$ cat config.mk
export PLATFORM = sky130hd
export DESIGN_NAME = muldiv_seq
export DESIGN_NICKNAME = d
export VERILOG_FILES = /design/src/rtl/muldiv_seq_pkg.sv /design/src/rtl/muldiv_seq.sv
export SDC_FILE = /design/constraint.sdc
export NUM_CORES = 1
export LEC_CHECK = 0
export ABC_AREA = 0
export CORE_UTILIZATION = 40
export DETAILED_ROUTE_END_ITERATION = 10
export SETUP_SLACK_MARGIN = 0.15
export SYNTH_ARGS = -nofsm -noshare
export SYNTH_HDL_FRONTEND = slang
export SYNTH_SLANG_ARGS = --single-unit
$ cat constraint.sdc
create_clock -name clk -period 4.8 [get_ports clk]
set_input_delay 0.96 -clock clk [delete_from_list [all_inputs] [get_ports clk]]
set_output_delay 0.96 -clock clk [all_outputs]
set_load 0.01 [all_outputs]
$ cat src/rtl/muldiv_seq_pkg.sv
// Shared encodings for the multi-cycle multiply/divide sequencer.
package muldiv_seq_pkg;

  localparam int unsigned MdWidth = 32;

  // Operation codes presented on md_op; 3'b111 is undefined and ignored.
  typedef enum logic [2:0] {
    OpNop   = 3'b000,
    OpMultu = 3'b001,
    OpMult  = 3'b010,
    OpDivu  = 3'b011,
    OpDiv   = 3'b100,
    OpMthi  = 3'b101,
    OpMtlo  = 3'b110
  } md_op_e;

  typedef enum logic [1:0] {
    StIdle = 2'b00,
    StRun  = 2'b01,
    StFix  = 2'b10
  } md_state_e;

  // True for the op codes that launch the iterative engine.
  function automatic logic op_is_engine(logic [2:0] op);
    return (op == OpMultu) || (op == OpMult) || (op == OpDivu) || (op == OpDiv);
  endfunction

endpackage

$ cat src/rtl/muldiv_seq.sv
// Multi-cycle multiply/divide sequencer owning the architectural HI/LO registers.
// One 2*WIDTH shift register and one WIDTH+1 adder serve both shift-add multiply
// and restoring divide; sign handling wraps the unsigned engine.
module muldiv_seq
  import muldiv_seq_pkg::*;
#(
  parameter int unsigned WIDTH = MdWidth,
  parameter int unsigned ITERS = WIDTH
) (
  input  logic             clk,
  input  logic             rst,
  input  logic             md_start,
  input  logic [2:0]       md_op,
  input  logic [WIDTH-1:0] md_x,
  input  logic [WIDTH-1:0] md_y,
  input  logic             md_flush,
  output logic             md_busy,
  output logic             md_done,
  output logic [WIDTH-1:0] hi,
  output logic [WIDTH-1:0] lo
);

  localparam int unsigned CntW = (ITERS > 1) ? $clog2(ITERS) : 1;
  localparam logic [CntW-1:0] CntLast = CntW'(ITERS - 1);

  md_state_e          state_q;
  logic [CntW-1:0]    cnt_q;
  logic [2*WIDTH-1:0] acc_q;
  logic [WIDTH-1:0]   opa_q;     // |x|: multiplicand, or dividend magnitude for div-by-zero
  logic [WIDTH-1:0]   opb_q;     // |y|: divisor (multiplier lives in acc_q)
  logic               is_div_q;
  logic               neg_a_q;   // x was negative under a signed op
  logic               neg_b_q;   // y was negative under a signed op
  logic [WIDTH-1:0]   hi_q, lo_q;
  logic               done_q;

  logic [WIDTH-1:0]   abs_x, abs_y;
  logic [WIDTH:0]     add_a, add_b, add_sum;
  logic               add_cin;
  logic [2*WIDTH-1:0] acc_step;
  logic [2*WIDTH-1:0] prod;
  logic [WIDTH-1:0]   quo, rem;
  logic [WIDTH-1:0]   res_hi, res_lo;

  assign abs_x = md_x[WIDTH-1] ? -md_x : md_x;
  assign abs_y = md_y[WIDTH-1] ? -md_y : md_y;

  // Shared adder: add multiplicand into upper half, or trial-subtract divisor from
  // the shifted remainder (WIDTH+1 bits so the shifted-out bit takes part).
  always_comb begin
    if (is_div_q) begin
      add_a   = acc_q[2*WIDTH-1:WIDTH-1];
      add_b   = ~{1'b0, opb_q};
      add_cin = 1'b1;
    end else begin
      add_a   = {1'b0, acc_q[2*WIDTH-1:WIDTH]};
      add_b   = {1'b0, opa_q};
      add_cin = 1'b0;
    end
    add_sum = add_a + add_b + {{WIDTH{1'b0}}, add_cin};
  end

  // One engine iteration: right shift with carry for mult, left shift plus
  // restore-or-keep for div (add_sum[WIDTH] set means the trial went negative).
  always_comb begin
    if (is_div_q) begin
      if (add_sum[WIDTH]) begin
        acc_step = {acc_q[2*WIDTH-2:0], 1'b0};
      end else begin
        acc_step = {add_sum[WIDTH-1:0], acc_q[WIDTH-2:0], 1'b1};
      end
    end else begin
      if (acc_q[0]) begin
        acc_step = {add_sum, acc_q[WIDTH-1:1]};
      end else begin
        acc_step = {1'b0, acc_q[2*WIDTH-1:1]};
      end
    end
  end

  // Sign correction and divide-by-zero override applied on the FIX cycle.
  always_comb begin
    prod = (neg_a_q ^ neg_b_q) ? -acc_q : acc_q;
    quo  = acc_q[WIDTH-1:0];
    rem  = acc_q[2*WIDTH-1:WIDTH];
    if (is_div_q) begin
      if (opb_q == '0) begin
        res_lo = '1;
        res_hi = neg_a_q ? -opa_q : opa_q;
      end else begin
        res_lo = (neg_a_q ^ neg_b_q) ? -quo : quo;
        res_hi = neg_a_q ? -rem : rem;
      end
    end else begin
      res_hi = prod[2*WIDTH-1:WIDTH];
      res_lo = prod[WIDTH-1:0];
    end
  end

  // Sequencer FSM plus HI/LO and done pulse; flush aborts from any state.
  always_ff @(posedge clk) begin
    if (rst) begin
      state_q  <= StIdle;
      cnt_q    <= '0;
      acc_q    <= '0;
      opa_q    <= '0;
      opb_q    <= '0;
      is_div_q <= 1'b0;
      neg_a_q  <= 1'b0;
      neg_b_q  <= 1'b0;
      hi_q     <= '0;
      lo_q     <= '0;
      done_q   <= 1'b0;
    end else begin
      done_q <= 1'b0;
      if (md_flush) begin
        state_q <= StIdle;
        cnt_q   <= '0;
      end else begin
        unique case (state_q)
          StIdle: begin
            if (md_start) begin
              if (op_is_engine(md_op)) begin
                state_q <= StRun;
                cnt_q   <= '0;
              end
              case (md_op)
                OpMultu: begin
                  opa_q    <= md_x;
                  opb_q    <= md_y;
                  acc_q    <= {{WIDTH{1'b0}}, md_y};
                  is_div_q <= 1'b0;
                  neg_a_q  <= 1'b0;
                  neg_b_q  <= 1'b0;
                end
                OpMult: begin
                  opa_q    <= abs_x;
                  opb_q    <= abs_y;
                  acc_q    <= {{WIDTH{1'b0}}, abs_y};
                  is_div_q <= 1'b0;
                  neg_a_q  <= md_x[WIDTH-1];
                  neg_b_q  <= md_y[WIDTH-1];
                end
                OpDivu: begin
                  opa_q    <= md_x;
                  opb_q    <= md_y;
                  acc_q    <= {{WIDTH{1'b0}}, md_x};
                  is_div_q <= 1'b1;
                  neg_a_q  <= 1'b0;
                  neg_b_q  <= 1'b0;
                end
                OpDiv: begin
                  opa_q    <= abs_x;
                  opb_q    <= abs_y;
                  acc_q    <= {{WIDTH{1'b0}}, abs_x};
                  is_div_q <= 1'b1;
                  neg_a_q  <= md_x[WIDTH-1];
                  neg_b_q  <= md_y[WIDTH-1];
                end
                OpMthi:  hi_q <= md_x;
                OpMtlo:  lo_q <= md_x;
                default: ;
              endcase
            end
          end
          StRun: begin
            acc_q <= acc_step;
            cnt_q <= cnt_q + CntW'(1);
            if (cnt_q == CntLast) begin
              state_q <= StFix;
            end
          end
          StFix: begin
            hi_q    <= res_hi;
            lo_q    <= res_lo;
            done_q  <= 1'b1;
            state_q <= StIdle;
          end
          default: state_q <= StIdle;
        endcase
      end
    end
  end

  assign md_busy = (state_q != StIdle);
  assign md_done = done_q;
  assign hi      = hi_q;
  assign lo      = lo_q;

endmodule

Yosys cells after proc, flatten, opt, wreduce, memory -nomap -nowiden
Index checks and enable logic that the tools add are counted.
{"block": "word_totals", "regBits": 203, "latchBits": 0, "mem_bits_rw": 0, "rom_bits": 0, "input_bits": 71, "out_inout_bits": 66, "elab_cells": 98, "mem_count": 0}
{"block": "classes", "add_sub_neg": 9, "n_mul": 0, "div": 0, "order_cmp": 0, "eq_ne": 15, "n_shift": 0, "n_mux": 38, "n_bitwise": 3, "n_reduce_logical": 22}
{"operator": "two-way mux 32 bit", "n": 13}
{"operator": "two-way mux 64 bit", "n": 5}
{"operator": "case mux 32 bit (2 select lines)", "n": 4}
{"operator": "case mux 64 bit (4 select lines)", "n": 1}
{"operator": "negation 32 bit", "n": 5}
{"operator": "case mux 64 bit (2 select lines)", "n": 1}
{"operator": "two-way mux 33 bit", "n": 2}
{"operator": "negation 64 bit", "n": 1}
{"operator": "adder 33 x 1 -> 33 bit", "n": 1}
{"operator": "adder 33 bit", "n": 1}
{"operator": "inverter 32 -> 33 bit", "n": 1}
{"operator": "logical NOT 32 bit", "n": 1}
{"operator": "AND reduction 4 bit", "n": 5}
{"operator": "two-way mux 5 bit", "n": 2}
{"operator": "case mux 5 bit (2 select lines)", "n": 1}
{"operator": "nonzero test 2 bit", "n": 5}
{"operator": "OR reduction 2 bit", "n": 5}
{"operator": "equality test 3 bit, second input constant", "n": 3}
{"operator": "equality test 3 x 2 -> 1 bit, second input constant", "n": 2}
{"operator": "two-way mux 2 bit", "n": 3}
{"operator": "inequality test 2 bit, second input constant", "n": 3}
{"operator": "case mux 1 bit (2 select lines)", "n": 3}
{"operator": "AND reduction 3 bit", "n": 2}
{"operator": "adder 5 x 1 -> 5 bit, second input constant", "n": 1}
{"operator": "other kinds (12)", "n": 16}

Logic depth before layout (Yosys ltp)
{"block": "logic_depth", "ltp_word": 7, "ltp_mapped": 19, "depth_no_buf": 14}

Least setup slack after synthesis
No wires, ideal clock.
{"block": "synth_timing", "path_type": "reg2reg", "start": "register is_div_q", "end": "register acc_q[57]", "setup_ps": 117, "arrival_ps": 4555, "required_time_ps": 4683, "slack_ps": 128, "stages_incl_launch_ff": 18, "n_path_buf": 5, "synth_period_minus_slack_ps": 4672, "path_cell_list": "dfxtp_1 > clkbuf_1 > clkbuf_1 > clkbuf_1 > mux2i_1 > fa_1 > fa_1 > nand2b_1 > a21oi_1 > o21ai_0 > o21ai_1 > a211oi_2 > o311ai_1 > xnor2_1 > buf_2 > buf_2 > nand4_1 > a32o_1"}
{"block": "synth_between", "elab_chain_len": 6, "word_cells_on_any_way": 9, "classes_between": "2 x add/sub; 7 x mux"}
{"element": "from (decl)", "line_no": "muldiv_seq.sv:31", "source": "logic is_div_q;"}
{"element": "from (signal assigned)", "line_no": "muldiv_seq.sv:108", "source": "is_div_q <= 1'b0;"}
{"element": "from (signal assigned)", "line_no": "muldiv_seq.sv:132", "source": "is_div_q <= 1'b0;"}
{"element": "from (signal assigned)", "line_no": "muldiv_seq.sv:140", "source": "is_div_q <= 1'b0;"}
{"element": "two-way mux 33 bit", "line_no": "muldiv_seq.sv:51", "source": "if (is_div_q) begin"}
{"element": "adder 33 bit", "line_no": "muldiv_seq.sv:60", "source": "add_sum = add_a + add_b + {{WIDTH{1'b0}}, add_cin};"}
{"element": "adder 33 x 1 -> 33 bit", "line_no": "muldiv_seq.sv:60"}
{"element": "two-way mux 64 bit (on tied branches)", "line_no": "muldiv_seq.sv:73, muldiv_seq.sv:67"}
{"element": "two-way mux 64 bit *", "line_no": "muldiv_seq.sv:66", "source": "if (is_div_q) begin"}
{"element": "case mux 64 bit (2 select lines) *", "line_no": "muldiv_seq.sv:120", "source": "unique case (state_q)"}
{"element": "to (signal assigned)", "line_no": "muldiv_seq.sv:131", "source": "acc_q <= {{WIDTH{1'b0}}, md_y};"}
{"element": "to (signal assigned)", "line_no": "muldiv_seq.sv:139", "source": "acc_q <= {{WIDTH{1'b0}}, abs_y};"}
{"element": "to (signal assigned)", "line_no": "muldiv_seq.sv:147", "source": "acc_q <= {{WIDTH{1'b0}}, md_x};"}
{"element": "to (decl)", "line_no": "muldiv_seq.sv:28", "source": "logic [2*WIDTH-1:0] acc_q;"}
Every way passes the cells marked *; elsewhere a longest branch is shown, timed or not.
A chain may end at the register's enable or synchronous reset.

Worst setup path in the final report
{"block": "layout_timing", "start": "register is_div_q", "end": "register acc_q[62]"}
The elaborated chain is that of the path after synthesis.

==> out/results.ini <==
[setup_path]
r2r-start = is_div_q
critical_path.startpoint_type = flip-flop
reg2reg_to = acc_q[62]
crit_arrival_ns = 4.77
cp_top_family = compound AO/OA/AOI/OAI gates
crit_buf_inv = 1
critical_path_class = flip-flop to flip-flop
required_ns = 5.26
critPathMaxStageDelay_ns = 0.59
end_kind = flip-flop
cp_max_fo = 86
crit_chain = buf_12 -> mux2_2 -> ha_1 -> and4_1 -> and3_1 -> o31a_1 -> nor2_1 -> o21ai_0 -> a41oi_1 -> o41ai_1 -> xnor2_1 -> a31oi_1 -> a22o_1
crit_path_start = is_div_q
r2r_slack_ns = 0.50
cp_num_cells = 13
rr_worst_depth = 13
cp-endpoint = acc_q[62]
cp_slowest_cell = o21ai_0

[logic_synthesis]
synth_seq_cells = 203
synth_edf_count = 0
synth_cell_type_count = 83
ys.flop_type = dfxtp_1
syn_inst = 2533
yosys.area.top_type = dfxtp_1
yosysTopAreaCellShare_pct = 22.51
synthTopCellsByArea = dfxtp_1, a21oi_1, nor2_1
seq_area_frac_synth_pct = 22.51
async_flop_share_pct = 0
syn_nets = 2644
syn_avg_cell_area_um2 = 7.126
yosysWarnings = 0
syn-cell-area_um2 = 18050

[sta]
fmax_ghz = 0.2323
worst_pin_slew_ns = 1.161
clock_skew_ns = 0.01929
fin_tns_setup_ns = 0
period_share_pct = 89.68
setup_viol = 0
fin_hold_ws_ns = 0.4535
hold_viol = 0
rsz0062_at_grt = false
relSlewSlack_pct = 22.24
drv_slew = 0
fin_crit_ns = 4.305

[drt]
post_drt_wl_per_cell_um = 26.49
ant_nets = 0
vias_per_cell = 6.469
finalWirelength_mm = 83.79
post-route-drc-count = 0
vias = 20460
first_pass_iters = 6
drtIter0Drc = 2573

[global_route]
grtUsageTotal_pct = 35.06
grt_pass1_wl_mm = 123.2
grt_max_degree = 87
overflow = 0
antenna_found_initial = 1
grt_pass1_vias = 19120

[cts]
hold_buffers = 0
cts.clk_slew.worst_paths_ns = 0.06
root_buffer = clkbuf_16
cts_resized = 0
clk_latency_ns = 0.58
numCtsBuffers = 25
numClockSinks = 203
clock_path_buffers = 3
post_cts_buffers = 0
cts_max_level = 1
cts_tree = yes

[power]
powerDensity_nw_per_um2 = 253.7
pwr-share-clk_pct = 36.9
vdd_ir_drop_max_v = 0.0002483
p_switching_mw = 1.923
pwr-share-seq_pct = 35.3
sw_frac_of_total_pct = 36.17
p_int_mw = 3.394
power.leakage_nw = 7.736
pwr-share-comb_pct = 27.8

[run_status]
status = finished, final reports clean

[cells_and_area]
layout-drive-gt1-share_pct = 9.144
fin_nets = 2663
synthToLayoutAreaGrowth_pct = 16.11

[placement]
dpl.hpwl_mm = 62.92
port_buffers = 136
gp_congestion = 0.9980

[hold_path]
hp-class = flip-flop to flip-flop
whs_path_depth = 2

[floorplan]
fp.dieH_um = 214.4
die_area_um2 = 45980
die_w_um = 214.4
rows = 77
start_util_pct = 40.73
io-pin-count = 137
core_area_um2 = 44320

[job]
max-cap-violations = 0

-- logic make-up (layout without fill, tap and decap cells) --
family	after synthesis	in the layout	share of synthesized area [%]
xor+xnor	190	190	9.219
buf+inv	317	354	6.675
mux	124	124	7.562
fa+ha+maj	40	40	2.856
compound gates	830	830	30.08
other cells	0	1	0
simple gates	829	829	21.10
flops	203	203	22.51
-- power groups by stage --
stage | registers [mW] | clock network, mW | logic [mW]
floorplan | 1.84 | 0 | 0.918
global placement | 1.91 | 0 | 1.41
detailed placement | 1.91 | 0 | 1.42
CTS | 1.87 | 1.97 | 1.43
global route | 1.88 | 2.04 | 1.57
finish | 1.88 | 1.96 | 1.48
-- flip-flops by register name (all words and copies together), names as in the netlist --
| name | count |
|---|---|
| lo | 32 |
| acc_q | 64 |
| hi | 32 |
| is_div_q | 1 |
| neg_a_q | 1 |
| md_done | 1 |
| state_q | 2 |
| opb_q | 32 |
| opa_q | 32 |
| cnt_q | 5 |
| neg_b_q | 1 |
-- through the flow --
| step | power (mW) | setup slack (ns) | utilization (%) | cell area (µm²) | std cells |
|---|---|---|---|---|---|
| after floorplan | 2.762 | 0.2164 | - | 18050 | 2533 |
| after global routing | 5.490 | 0.2962 | 47.29 | 20960 | 3162 |
| after CTS | 5.272 | 0.4357 | 47.27 | 20950 | 3162 |
| after detailed placement | 3.333 | 0.2444 | 45.43 | 20130 | 3117 |
| after global placement | 3.321 | 0.2257 | 45.43 | 20130 | 3117 |
| final | 5.317 | 0.4953 | 47.29 | 20960 | 3163 |
-- worst min-delay path, cell delays in order, from the launching register on --
cell,delay [ns]
dfxtp_1,0.31
nand2_1,0.05
a21oi_1,0.05
-- area by class of cell --
cell class,instances,area [µm²]
Antenna cell,1,2.502
Clock inverter,10,113.9
Tap cell,592,740.7
Timing Repair Buffer,244,2232
Sequential cell,203,4068
Multi-Input combinational cell,2013,12850
Fill cell,4496,23360
Clock buffer,35,703.2
Inverter,65,244.0
-- layout by cell type, fill, tap and decap left out, types with 15 or more instances in the layout --
cell type          n
a311oi_1          31
mux2_2            39
inv_1             63
o221ai_1          41
clkdlybuf4s50_1  135
nor4_1            30
o31ai_1           36
a21oi_1          244
nand4_1           24
clkbuf_16         25
buf_4            104
a22o_1            17
a211oi_1          92
ha_1              38
xnor2_1           96
nand3_1           45
o21ai_0          167
nor3_1            66
nor2_1           259
a31oi_1           22
o211ai_1          35
xor2_1            91
nand2b_1          16
dfxtp_1          202
nand2_1          263
a21o_1            18
a221oi_1          15
or3_1             43
mux2i_1           79
-- worst min-delay path by stage --
| stage | start | to | slack, ns |
|---|---|---|---|
| after global routing | hi[15] | hi[15] | 0.47 |
| after detailed placement | hi[15] | hi[15] | 0.45 |
| after global placement | lo[3] | lo[3] | 0.44 |
| final | lo[3] | lo[3] | 0.45 |
| after floorplan | opa_q[31] | opa_q[31] | 0.43 |
| after CTS | lo[28] | lo[28] | 0.46 |
-- cells in the mapped netlist, types with 12 or more instances --
| library cell | instances |
|---|---|
| a211oi_1 | 92 |
| a21o_1 | 18 |
| a21oi_1 | 244 |
| a221o_1 | 12 |
| a221oi_1 | 15 |
| a22o_1 | 17 |
| a311oi_1 | 31 |
| a31oi_1 | 22 |
| buf_1 | 17 |
| clkbuf_1 | 228 |
| dfxtp_1 | 203 |
| ha_1 | 38 |
| inv_1 | 63 |
| mux2_2 | 39 |
| mux2i_1 | 79 |
| nand2_1 | 263 |
| nand2b_1 | 16 |
| nand3_1 | 45 |
| nand4_1 | 24 |
| nor2_1 | 264 |
| nor2b_1 | 14 |
| nor3_1 | 68 |
| nor4_1 | 30 |
| o211ai_1 | 35 |
| o21ai_0 | 167 |
| o221ai_1 | 41 |
| o22ai_1 | 12 |
| o31ai_1 | 36 |
| o41ai_1 | 12 |
| or3_1 | 43 |
| or4_1 | 12 |
| xnor2_1 | 98 |
| xor2_1 | 92 |
-- per-layer routing --
layer,part of all wire [%],GRT usage (%),vias up
met5,0,0,-
met4,6.4,19.38,0
met3,8.9,4.993,247
met2,44,55.73,1167
met1,41,45.61,9751
li1,-,-,9297
Power figures use the tool's default switching activity.
